File: config.mk
export PLATFORM = sky130hd
export DESIGN_NAME = vend_dispenser
export DESIGN_NICKNAME = d
export VERILOG_FILES = /design/src/rtl/vend_dispenser.sv
export SDC_FILE = /design/constraint.sdc
export NUM_CORES = 1
export LEC_CHECK = 0
export CAP_MARGIN = 0
export CORE_MARGIN = 2
export CORE_UTILIZATION = 25
export DETAILED_ROUTE_END_ITERATION = 10
export PLACE_DENSITY = 0.43
export SLEW_MARGIN = 20
export SYNTH_ARGS = -nofsm -noshare
export SYNTH_HDL_FRONTEND = slang
export SYNTH_SLANG_ARGS = --single-unit
File: constraint.sdc
create_clock -name clk -period 3.3 [get_ports clk]
set_clock_uncertainty 0.1 [all_clocks]
set_input_delay 0.33 -clock clk [delete_from_list [all_inputs] [get_ports clk]]
set_output_delay 0.33 -clock clk [all_outputs]
set_load 0.02 [all_outputs]
File: src/rtl/vend_dispenser.sv
// ---------------------------------------------------------------------------
// vend_dispenser
//
// Sequences one vend at a time:
//   product-release motor  ->  optional idle gap  ->  optional coin eject  ->  done.
// Requests that arrive while a vend is in progress wait in a 2-entry FIFO and
// are serviced in arrival order. A request that finds the FIFO full is dropped
// and sets a sticky overflow flag. An illegal change code sets a sticky error
// flag and is serviced as "no change". Every output comes straight from a flop.
//
// Parameters
//   MOTOR_CYC  cycles of motor drive per vend              (1..255)
//   GAP_CYC    idle cycles between motor and coin eject    (1..255)
//   EJECT_CYC  cycles of ejector drive                     (1..255)
//
// Ports
//   clk       in   single clock, rising edge
//   rst       in   asynchronous reset, active-high
//   out       in   vend request strobe, one request per cycle sampled high
//   change    in   [1:0] change code qualified by out: 00 none, 01 5-unit,
//                  10 10-unit, 11 illegal
//   motor     out  product-release motor drive
//   eject5    out  5-unit coin ejector drive
//   eject10   out  10-unit coin ejector drive
//   busy      out  a vend is in progress or a request is pending
//   done      out  one-cycle pulse when a vend completes
//   overflow  out  sticky: a request was dropped
//   err       out  sticky: an illegal change code was accepted
// ---------------------------------------------------------------------------
module vend_dispenser #(
    parameter int MOTOR_CYC = 20,
    parameter int GAP_CYC   = 4,
    parameter int EJECT_CYC = 10
) (
    input  logic       clk,
    input  logic       rst,
    input  logic       out,
    input  logic [1:0] change,
    output logic       motor,
    output logic       eject5,
    output logic       eject10,
    output logic       busy,
    output logic       done,
    output logic       overflow,
    output logic       err
);

    typedef enum logic [2:0] {
        ST_IDLE  = 3'd0,
        ST_MOTOR = 3'd1,
        ST_GAP   = 3'd2,
        ST_EJECT = 3'd3,
        ST_DONE  = 3'd4
    } state_t;

    // Phase counters count down from CYC-1 to 0, so a phase lasts exactly CYC cycles.
    localparam logic [7:0] MOTOR_LD = 8'(MOTOR_CYC - 1);
    localparam logic [7:0] GAP_LD   = 8'(GAP_CYC - 1);
    localparam logic [7:0] EJECT_LD = 8'(EJECT_CYC - 1);

    localparam logic [1:0] CODE_NONE = 2'b00;
    localparam logic [1:0] CODE_5    = 2'b01;
    localparam logic [1:0] CODE_10   = 2'b10;
    localparam logic [1:0] CODE_ILL  = 2'b11;

    // The illegal code is serviced as "no change", so the FIFO and the
    // active-code register only ever hold 00, 01 or 10.
    function automatic logic [1:0] svc_code(input logic [1:0] c);
        return (c == CODE_ILL) ? CODE_NONE : c;
    endfunction

    // FSM and phase state
    state_t      state_q, state_d;
    logic [7:0]  cnt_q, cnt_d;
    logic [1:0]  code_q, code_d;

    // Pending-request FIFO
    logic [1:0]  mem_q [0:1];
    logic        rd_ptr_q, rd_ptr_d;
    logic        wr_ptr_q, wr_ptr_d;
    logic [1:0]  lvl_q, lvl_d;

    // Registered outputs
    logic        motor_q, motor_d;
    logic        eject5_q, eject5_d;
    logic        eject10_q, eject10_d;
    logic        busy_q, busy_d;
    logic        done_q, done_d;
    logic        overflow_q, overflow_d;
    logic        err_q, err_d;

    // Request handling
    logic        fifo_empty;
    logic        fifo_full;
    logic        pop;
    logic        bypass;
    logic        push;
    logic        drop;
    logic        accept;

    always_comb begin
        fifo_empty = (lvl_q == 2'd0);
        fifo_full  = (lvl_q == 2'd2);
        // A pop only happens from IDLE; it frees a slot at the same edge, so
        // a push arriving together with a pop is always accepted.
        pop        = (state_q == ST_IDLE) && !fifo_empty;
        bypass     = (state_q == ST_IDLE) && fifo_empty && out;
        push       = out && !bypass && (!fifo_full || pop);
        drop       = out && !bypass && fifo_full && !pop;
        accept     = bypass || push;
    end

    // FIFO bookkeeping
    always_comb begin
        rd_ptr_d = rd_ptr_q;
        wr_ptr_d = wr_ptr_q;
        lvl_d    = lvl_q;
        if (pop) begin
            rd_ptr_d = ~rd_ptr_q;
        end
        if (push) begin
            wr_ptr_d = ~wr_ptr_q;
        end
        case ({push, pop})
            2'b10:   lvl_d = lvl_q + 2'd1;
            2'b01:   lvl_d = lvl_q - 2'd1;
            default: lvl_d = lvl_q;
        endcase
    end

    // Next-state and phase counter
    always_comb begin
        state_d = state_q;
        cnt_d   = cnt_q;
        code_d  = code_q;
        case (state_q)
            ST_IDLE: begin
                if (pop) begin
                    state_d = ST_MOTOR;
                    cnt_d   = MOTOR_LD;
                    code_d  = mem_q[rd_ptr_q];
                end else if (bypass) begin
                    state_d = ST_MOTOR;
                    cnt_d   = MOTOR_LD;
                    code_d  = svc_code(change);
                end
            end
            ST_MOTOR: begin
                if (cnt_q == 8'd0) begin
                    if (code_q == CODE_5 || code_q == CODE_10) begin
                        state_d = ST_GAP;
                        cnt_d   = GAP_LD;
                    end else begin
                        state_d = ST_DONE;
                        cnt_d   = 8'd0;
                    end
                end else begin
                    cnt_d = cnt_q - 8'd1;
                end
            end
            ST_GAP: begin
                if (cnt_q == 8'd0) begin
                    state_d = ST_EJECT;
                    cnt_d   = EJECT_LD;
                end else begin
                    cnt_d = cnt_q - 8'd1;
                end
            end
            ST_EJECT: begin
                if (cnt_q == 8'd0) begin
                    state_d = ST_DONE;
                    cnt_d   = 8'd0;
                end else begin
                    cnt_d = cnt_q - 8'd1;
                end
            end
            ST_DONE: begin
                state_d = ST_IDLE;
                cnt_d   = 8'd0;
            end
            default: begin
                state_d = ST_IDLE;
                cnt_d   = 8'd0;
            end
        endcase
    end

    // Outputs are decoded from the next state so that the flops present
    // them in the same cycle the FSM occupies that state.
    always_comb begin
        motor_d    = (state_d == ST_MOTOR);
        eject5_d   = (state_d == ST_EJECT) && (code_d == CODE_5);
        eject10_d  = (state_d == ST_EJECT) && (code_d == CODE_10);
        done_d     = (state_d == ST_DONE);
        busy_d     = (state_d != ST_IDLE) || (lvl_d != 2'd0);
        overflow_d = overflow_q || drop;
        err_d      = err_q || (accept && (change == CODE_ILL));
    end

    always_ff @(posedge clk or posedge rst) begin
        if (rst) begin
            state_q    <= ST_IDLE;
            cnt_q      <= 8'd0;
            code_q     <= CODE_NONE;
            mem_q[0]   <= CODE_NONE;
            mem_q[1]   <= CODE_NONE;
            rd_ptr_q   <= 1'b0;
            wr_ptr_q   <= 1'b0;
            lvl_q      <= 2'd0;
            motor_q    <= 1'b0;
            eject5_q   <= 1'b0;
            eject10_q  <= 1'b0;
            busy_q     <= 1'b0;
            done_q     <= 1'b0;
            overflow_q <= 1'b0;
            err_q      <= 1'b0;
        end else begin
            state_q    <= state_d;
            cnt_q      <= cnt_d;
            code_q     <= code_d;
            if (push) begin
                mem_q[wr_ptr_q] <= svc_code(change);
            end
            rd_ptr_q   <= rd_ptr_d;
            wr_ptr_q   <= wr_ptr_d;
            lvl_q      <= lvl_d;
            motor_q    <= motor_d;
            eject5_q   <= eject5_d;
            eject10_q  <= eject10_d;
            busy_q     <= busy_d;
            done_q     <= done_d;
            overflow_q <= overflow_d;
            err_q      <= err_d;
        end
    end

    assign motor    = motor_q;
    assign eject5   = eject5_q;
    assign eject10  = eject10_q;
    assign busy     = busy_q;
    assign done     = done_q;
    assign overflow = overflow_q;
    assign err      = err_q;

endmodule

**After elaboration in Yosys (flattened, before gate mapping)**

Index checks and enable logic that the tools add are counted.

- Bits in registers: 28
- Bits in latches: 0
- Memory bits (writable): 0
- ROM bits: 0
- Input port bits: 5
- Output and inout port bits: 7
- Logic and storage cells: 91
- Memories: 0

- $add $sub $neg: 3
- Multiply operators: 0
- Div/mod/pow operators: 0
- Magnitude comparators: 3
- Equal/unequal tests: 15
- Shifts and indexed selects: 0
- Multiplexer cells: 25
- Bitwise operators: 4
- Reduce and logical (&&, ||, !) cells: 26

Operators with widths:

| operator | number |
|---|---|
| 8-bit 2-to-1 mux | 5 |
| 8-bit one-hot mux with 4 select lines | 1 |
| 2-bit 2-to-1 mux | 9 |
| 3-bit 2-to-1 mux | 6 |
| 3-bit one-hot mux with 4 select lines | 1 |
| 1-bit logical AND | 11 |
| 2-bit equality test, second input constant | 5 |
| 3-bit by 2-bit equality test with 1-bit output, second input constant | 3 |
| 8-bit logical NOT | 1 |
| 8-bit by 1-bit subtractor with 8-bit output, second input constant | 1 |
| 2-bit by 1-bit equality test with 1-bit output, second input constant | 3 |
| 3-bit by 1-bit equality test with 1-bit output, second input constant | 2 |
| 1-bit logical OR | 6 |
| 4-bit bitwise mux | 1 |
| 2-bit greater-or-equal comparator, second input constant | 2 |
| 1-bit logical NOT | 4 |
| 1-bit NOT with 2-bit output | 2 |
| 2-bit one-hot mux with 2 select lines | 1 |
| 3-bit equality test, second input constant | 1 |
| 3-bit logical NOT | 1 |
| 3-bit inequality test, second input constant | 1 |
| 3-bit nonzero test | 1 |
| 2-bit by 1-bit adder with 2-bit output, second input constant | 1 |
| 2-bit demux with 1-bit select | 1 |
| other kinds (5) | 6 |

**Depth between registers and ports, before layout**

- Depth in word-level cells: 10
- Depth in mapped cells: 9
- Mapped depth without buffers: 8

**Worst setup path before layout**

No wires, ideal clock.

- Path kind: flip-flop to flip-flop
- Start: reg state_q[0]
- End: reg busy_q (netlist: busy)
- Setup time: 0.131 ns
- Arrival: 2.044 ns
- Data required time: 3.069 ns
- Setup slack: 1.025 ns
- Cell stages (with the launch flop): 10
- Buffers on the path: 1
- Clock period less this slack: 2.275 ns
- Path through: dfrtp_1 -> buf_6 -> or4_4 -> a21oi_2 -> nand2b_1 -> ha_1 -> xnor2_1 -> nor2_1 -> xor2_1 -> or3_1

- Word-level cells in the longest chain between the ends: 10
- Elaborated cells between the ends (all ways): 23
- Those cells by class: eq/ne: 5; mux: 7; reduce/logical: 11

RTL lines:

| what | RTL line | source |
|---|---|---|
| start, declared | 73 | `state_t state_q, state_d;` |
| start signal, assigned | 218 | `state_q <= state_d;` |
| 3-bit logical NOT * | 106, 107 |  |
| 1-bit logical AND (2 in a row) | 107 | `bypass = (state_q == ST_IDLE) && fifo_empty && out;` |
| 1-bit logical NOT | 108 | `push = out && !bypass && (!fifo_full \|\| pop);` |
| 1-bit logical AND (2 in a row) | 108 |  |
| 2-bit by 1-bit equality test with 1-bit output / 2-bit equality test (equally long branches) | 124 | `case ({push, pop})` |
| 2-bit one-hot mux with 2 select lines * | 124 |  |
| via lvl_d[1] | 81 | `logic [1:0] lvl_q, lvl_d;` |
| 2-bit nonzero test * | 195 | `busy_d = (state_d != ST_IDLE) \|\| (lvl_d != 2'd0);` |
| 1-bit logical OR * | 195 |  |
| via busy_d | 87 | `logic busy_q, busy_d;` |
| end signal, assigned | 230 | `busy_q <= busy_d;` |
| end, declared | 87 |  |

The timed path passes the listed nets; every way through them passes the cells marked *.
A chain may end at the register's enable or synchronous reset.

**Final worst setup path**

Ends and elaborated chain as after synthesis.

==> results.sh <==
export IMPL_layout_setup_ws_ps=761
export IMPL_synth_ff_latch_count=28
export IMPL_die_h_um=81.6
export IMPL_via_count=1093
export IMPL_pre_cts_ws_ps=779
export IMPL_dieArea_sq_um=6650
export IMPL_slew_headroom=0.630
export IMPL_hold_buffers=0
export IMPL_ctsResizeCount=0
export IMPL_place_hpwl_um=2350
export IMPL_status="finished, final reports clean"
export IMPL_grt_usage=0.105
export IMPL_antenna_found_initial=0
export IMPL_critPathRequiredTime_ps=3360
export IMPL_drc=0
export IMPL_cts_tree="yes"
export IMPL_criticalPathCategory="flop to flop"
export IMPL_post_cts_buffers=0
export IMPL_rr_startpoint="state_q[0]$_DFF_PP0_"
export IMPL_slew_violations=0
export IMPL_syn_inst=145
export IMPL_rows=28
export IMPL_finalCritPeriodShare=0.769
export IMPL_io_pins=12
export IMPL_hold_viol_final=0
export IMPL_p_per_area_nw_per_um2=822
export IMPL_final_util=0.292
export IMPL_die_width_um=81.6
export IMPL_critPathMaxStageDelay_ps=590
export IMPL_crit_fanout=17
export IMPL_p_leak_nw=0.697
export IMPL_cp_startpoint="state_q[0]$_DFF_PP0_"
export IMPL_r2r_cells=8
export IMPL_place_gp_congestion=0.767
export IMPL_crit_arrival_ps=2600
export IMPL_ys_seq_area_frac=0.466
export IMPL_yosys_warnings=0
export IMPL_async_reset_ff_frac=1.00
export IMPL_cts_sinks=28
export IMPL_drtIter0Drc=44
export IMPL_initial_core_util=0.257
export IMPL_via_per_inst=4.84
export IMPL_stdcell_area_sq_um=1710
export IMPL_hp_class="primary input to asynchronous set/reset pin"
export IMPL_finalSetupViolCount=0
export IMPL_cap_viol_max_count=0
export IMPL_endpoint_kind="flop"
export IMPL_wl_um=3150
export IMPL_rsz0062_at_grt="no"
export IMPL_grt_ovfl_total=0
export IMPL_worst_pin_slew_ps=551
export IMPL_cts_root_buffer="clkbuf_8"
export IMPL_clk_pin_slew_ps=90
export IMPL_ant_nets=0
export IMPL_slowest_stage="or4_4"
export IMPL_dr_pass1_iters=4
export IMPL_nNetsFinal=161
export IMPL_syn_area_sq_um=1500
export IMPL_layout_common_cells="28 x dfrtp_1, 20 x nor2_1, 11 x clkdlybuf4s50_1"
export IMPL_yosysUniqueCellTypes=47
export IMPL_start_kind="flop"
export IMPL_dpl_cell_area_sq_um=1670
export IMPL_grt_pass1_wl_um=5320
export IMPL_synth_nets=153
export IMPL_port_buffers=11
export IMPL_clockBufferDepth=2
export IMPL_htreeDepth=1
export IMPL_ys_flop_type="dfrtp_1"
export IMPL_first_global_vias=1110
export IMPL_tns_ps=0
export IMPL_vdd_ir_drop_max_mv=0.301
export IMPL_dpl_cell_count=223
export IMPL_cp_cell_sequence="or4_4 -> a21oi_2 -> nand2b_1 -> ha_1 -> xnor2_1 -> nor2_1 -> xor2_1 -> or3_1"
export IMPL_fin_cells=226
export IMPL_grt_start_max_net_pins=29
export IMPL_synth_edf_count=0
export IMPL_avgSynthCellArea_sq_um=10.4
export IMPL_antenna_cells=0
export IMPL_placeableCoreArea_sq_um=5850
export IMPL_drive_gt1_frac=0.0927
export IMPL_final_common_cell="dfrtp_1"
export IMPL_routedWlPerCell_um=13.9
export IMPL_timing_final_crit_period_ps=2540
export IMPL_syn2layout_area_growth_pct=13.7
export IMPL_cts_buffers=3
export IMPL_fmax_mhz=394
export IMPL_clkLatencyLatePin_ps=280
synth_stat cells, types with 2 or more instances:
cell type | number | area, sq um
a21oi_1 | 7 | 35.0
a22o_1 | 3 | 26.3
buf_2 | 4 | 20.0
clkbuf_1 | 4 | 15.0
dfrtp_1 | 28 | 701
ha_1 | 3 | 37.5
inv_1 | 9 | 33.8
mux2_1 | 2 | 22.5
mux2_2 | 2 | 22.5
mux2i_1 | 2 | 20.0
nand2_1 | 5 | 18.8
nand3_1 | 2 | 10.0
nor2_1 | 20 | 75.1
nor3_1 | 3 | 15.0
nor4b_1 | 2 | 17.5
nor4b_2 | 2 | 30.0
o211ai_1 | 3 | 22.5
o21ai_0 | 2 | 10.0
o32ai_1 | 2 | 17.5
or3_1 | 3 | 18.8
or4_4 | 2 | 22.5
xnor2_1 | 5 | 43.8
xor2_1 | 6 | 52.6
cell families (layout without fill, tap and decap cells):
group | after synthesis | count (layout) | share of synthesized area
multiplexers | 6 | 6 | 0.0433
AO/OA/AOI/OAI | 29 | 29 | 0.141
XOR/XNOR | 11 | 11 | 0.0641
adder cells (fa/ha/maj) | 3 | 3 | 0.0250
buffers and inverters | 18 | 24 | 0.0532
flip-flops | 28 | 28 | 0.466
AND/OR/NAND/NOR | 50 | 50 | 0.208
sequential cells by signal, indices dropped and copies added (netlist names), 2 cells and up:
register,count
lvl_q,2
state_q,3
mem_q,4
code_q,2
cnt_q,8
path summary, 6_finish.rpt:
| kind | to | slack (ps) |
|---|---|---|
| setup / recovery | busy$_DFF_PP0_ | 760 |
| hold / removal | cnt_q[5]$_DFFE_PP0P_ | 310 |
| setup reg to reg | busy$_DFF_PP0_ | 760 |
| hold reg to reg | err$_DFF_PP0_ | 370 |
| max in group asynchronous | state_q[0]$_DFF_PP0_ | 2520 |
| min in group clk | err$_DFF_PP0_ | 370 |
stage by stage:
stage / power [mW] / hold WS (ps)
2_1_floorplan: 1.10 / 295
3_3_place_gp: 1.22 / 356
3_5_place_dp: 1.23 / 357
4_1_cts: 1.43 / 323
5_1_grt: 1.53 / 377
6_report: 1.41 / 311
worst max-delay path, delay by kind of cell (launching register included):
| family | cells | cell delay (ps) |
|---|---|---|
| AO/OA/AOI/OAI | 1 | 190 |
| flip-flops | 1 | 570 |
| adder cells (fa/ha/maj) | 1 | 180 |
| XOR/XNOR | 2 | 260 |
| AND/OR/NAND/NOR | 4 | 1130 |
area by class of cell:
| class | count | area, sq um |
|---|---|---|
| clock buffers | 3 | 41.3 |
| multi-input cells | 99 | 723 |
| inverters | 9 | 33.8 |
| flip-flops and latches | 28 | 701 |
| fillers | 610 | 4140 |
| repair buffers | 12 | 118 |
| well taps | 75 | 93.8 |
layer usage:
layer | vias up | part of all wire | GRT usage
met4 | 0 | 0.0022 | 0.0254
li1 | 529 | - | -
met2 | 17 | 0.49 | 0.178
met1 | 545 | 0.48 | 0.134
met3 | 2 | 0.020 | 0.0275
met5 | - | 0 | 0
power by group:
group	switching (mW)	internal, mW
Clock	0.106	0.0822
Sequential	0.158	0.462
Combinational	0.309	0.289
Total	0.573	0.833
Power figures use the tool's default switching activity.
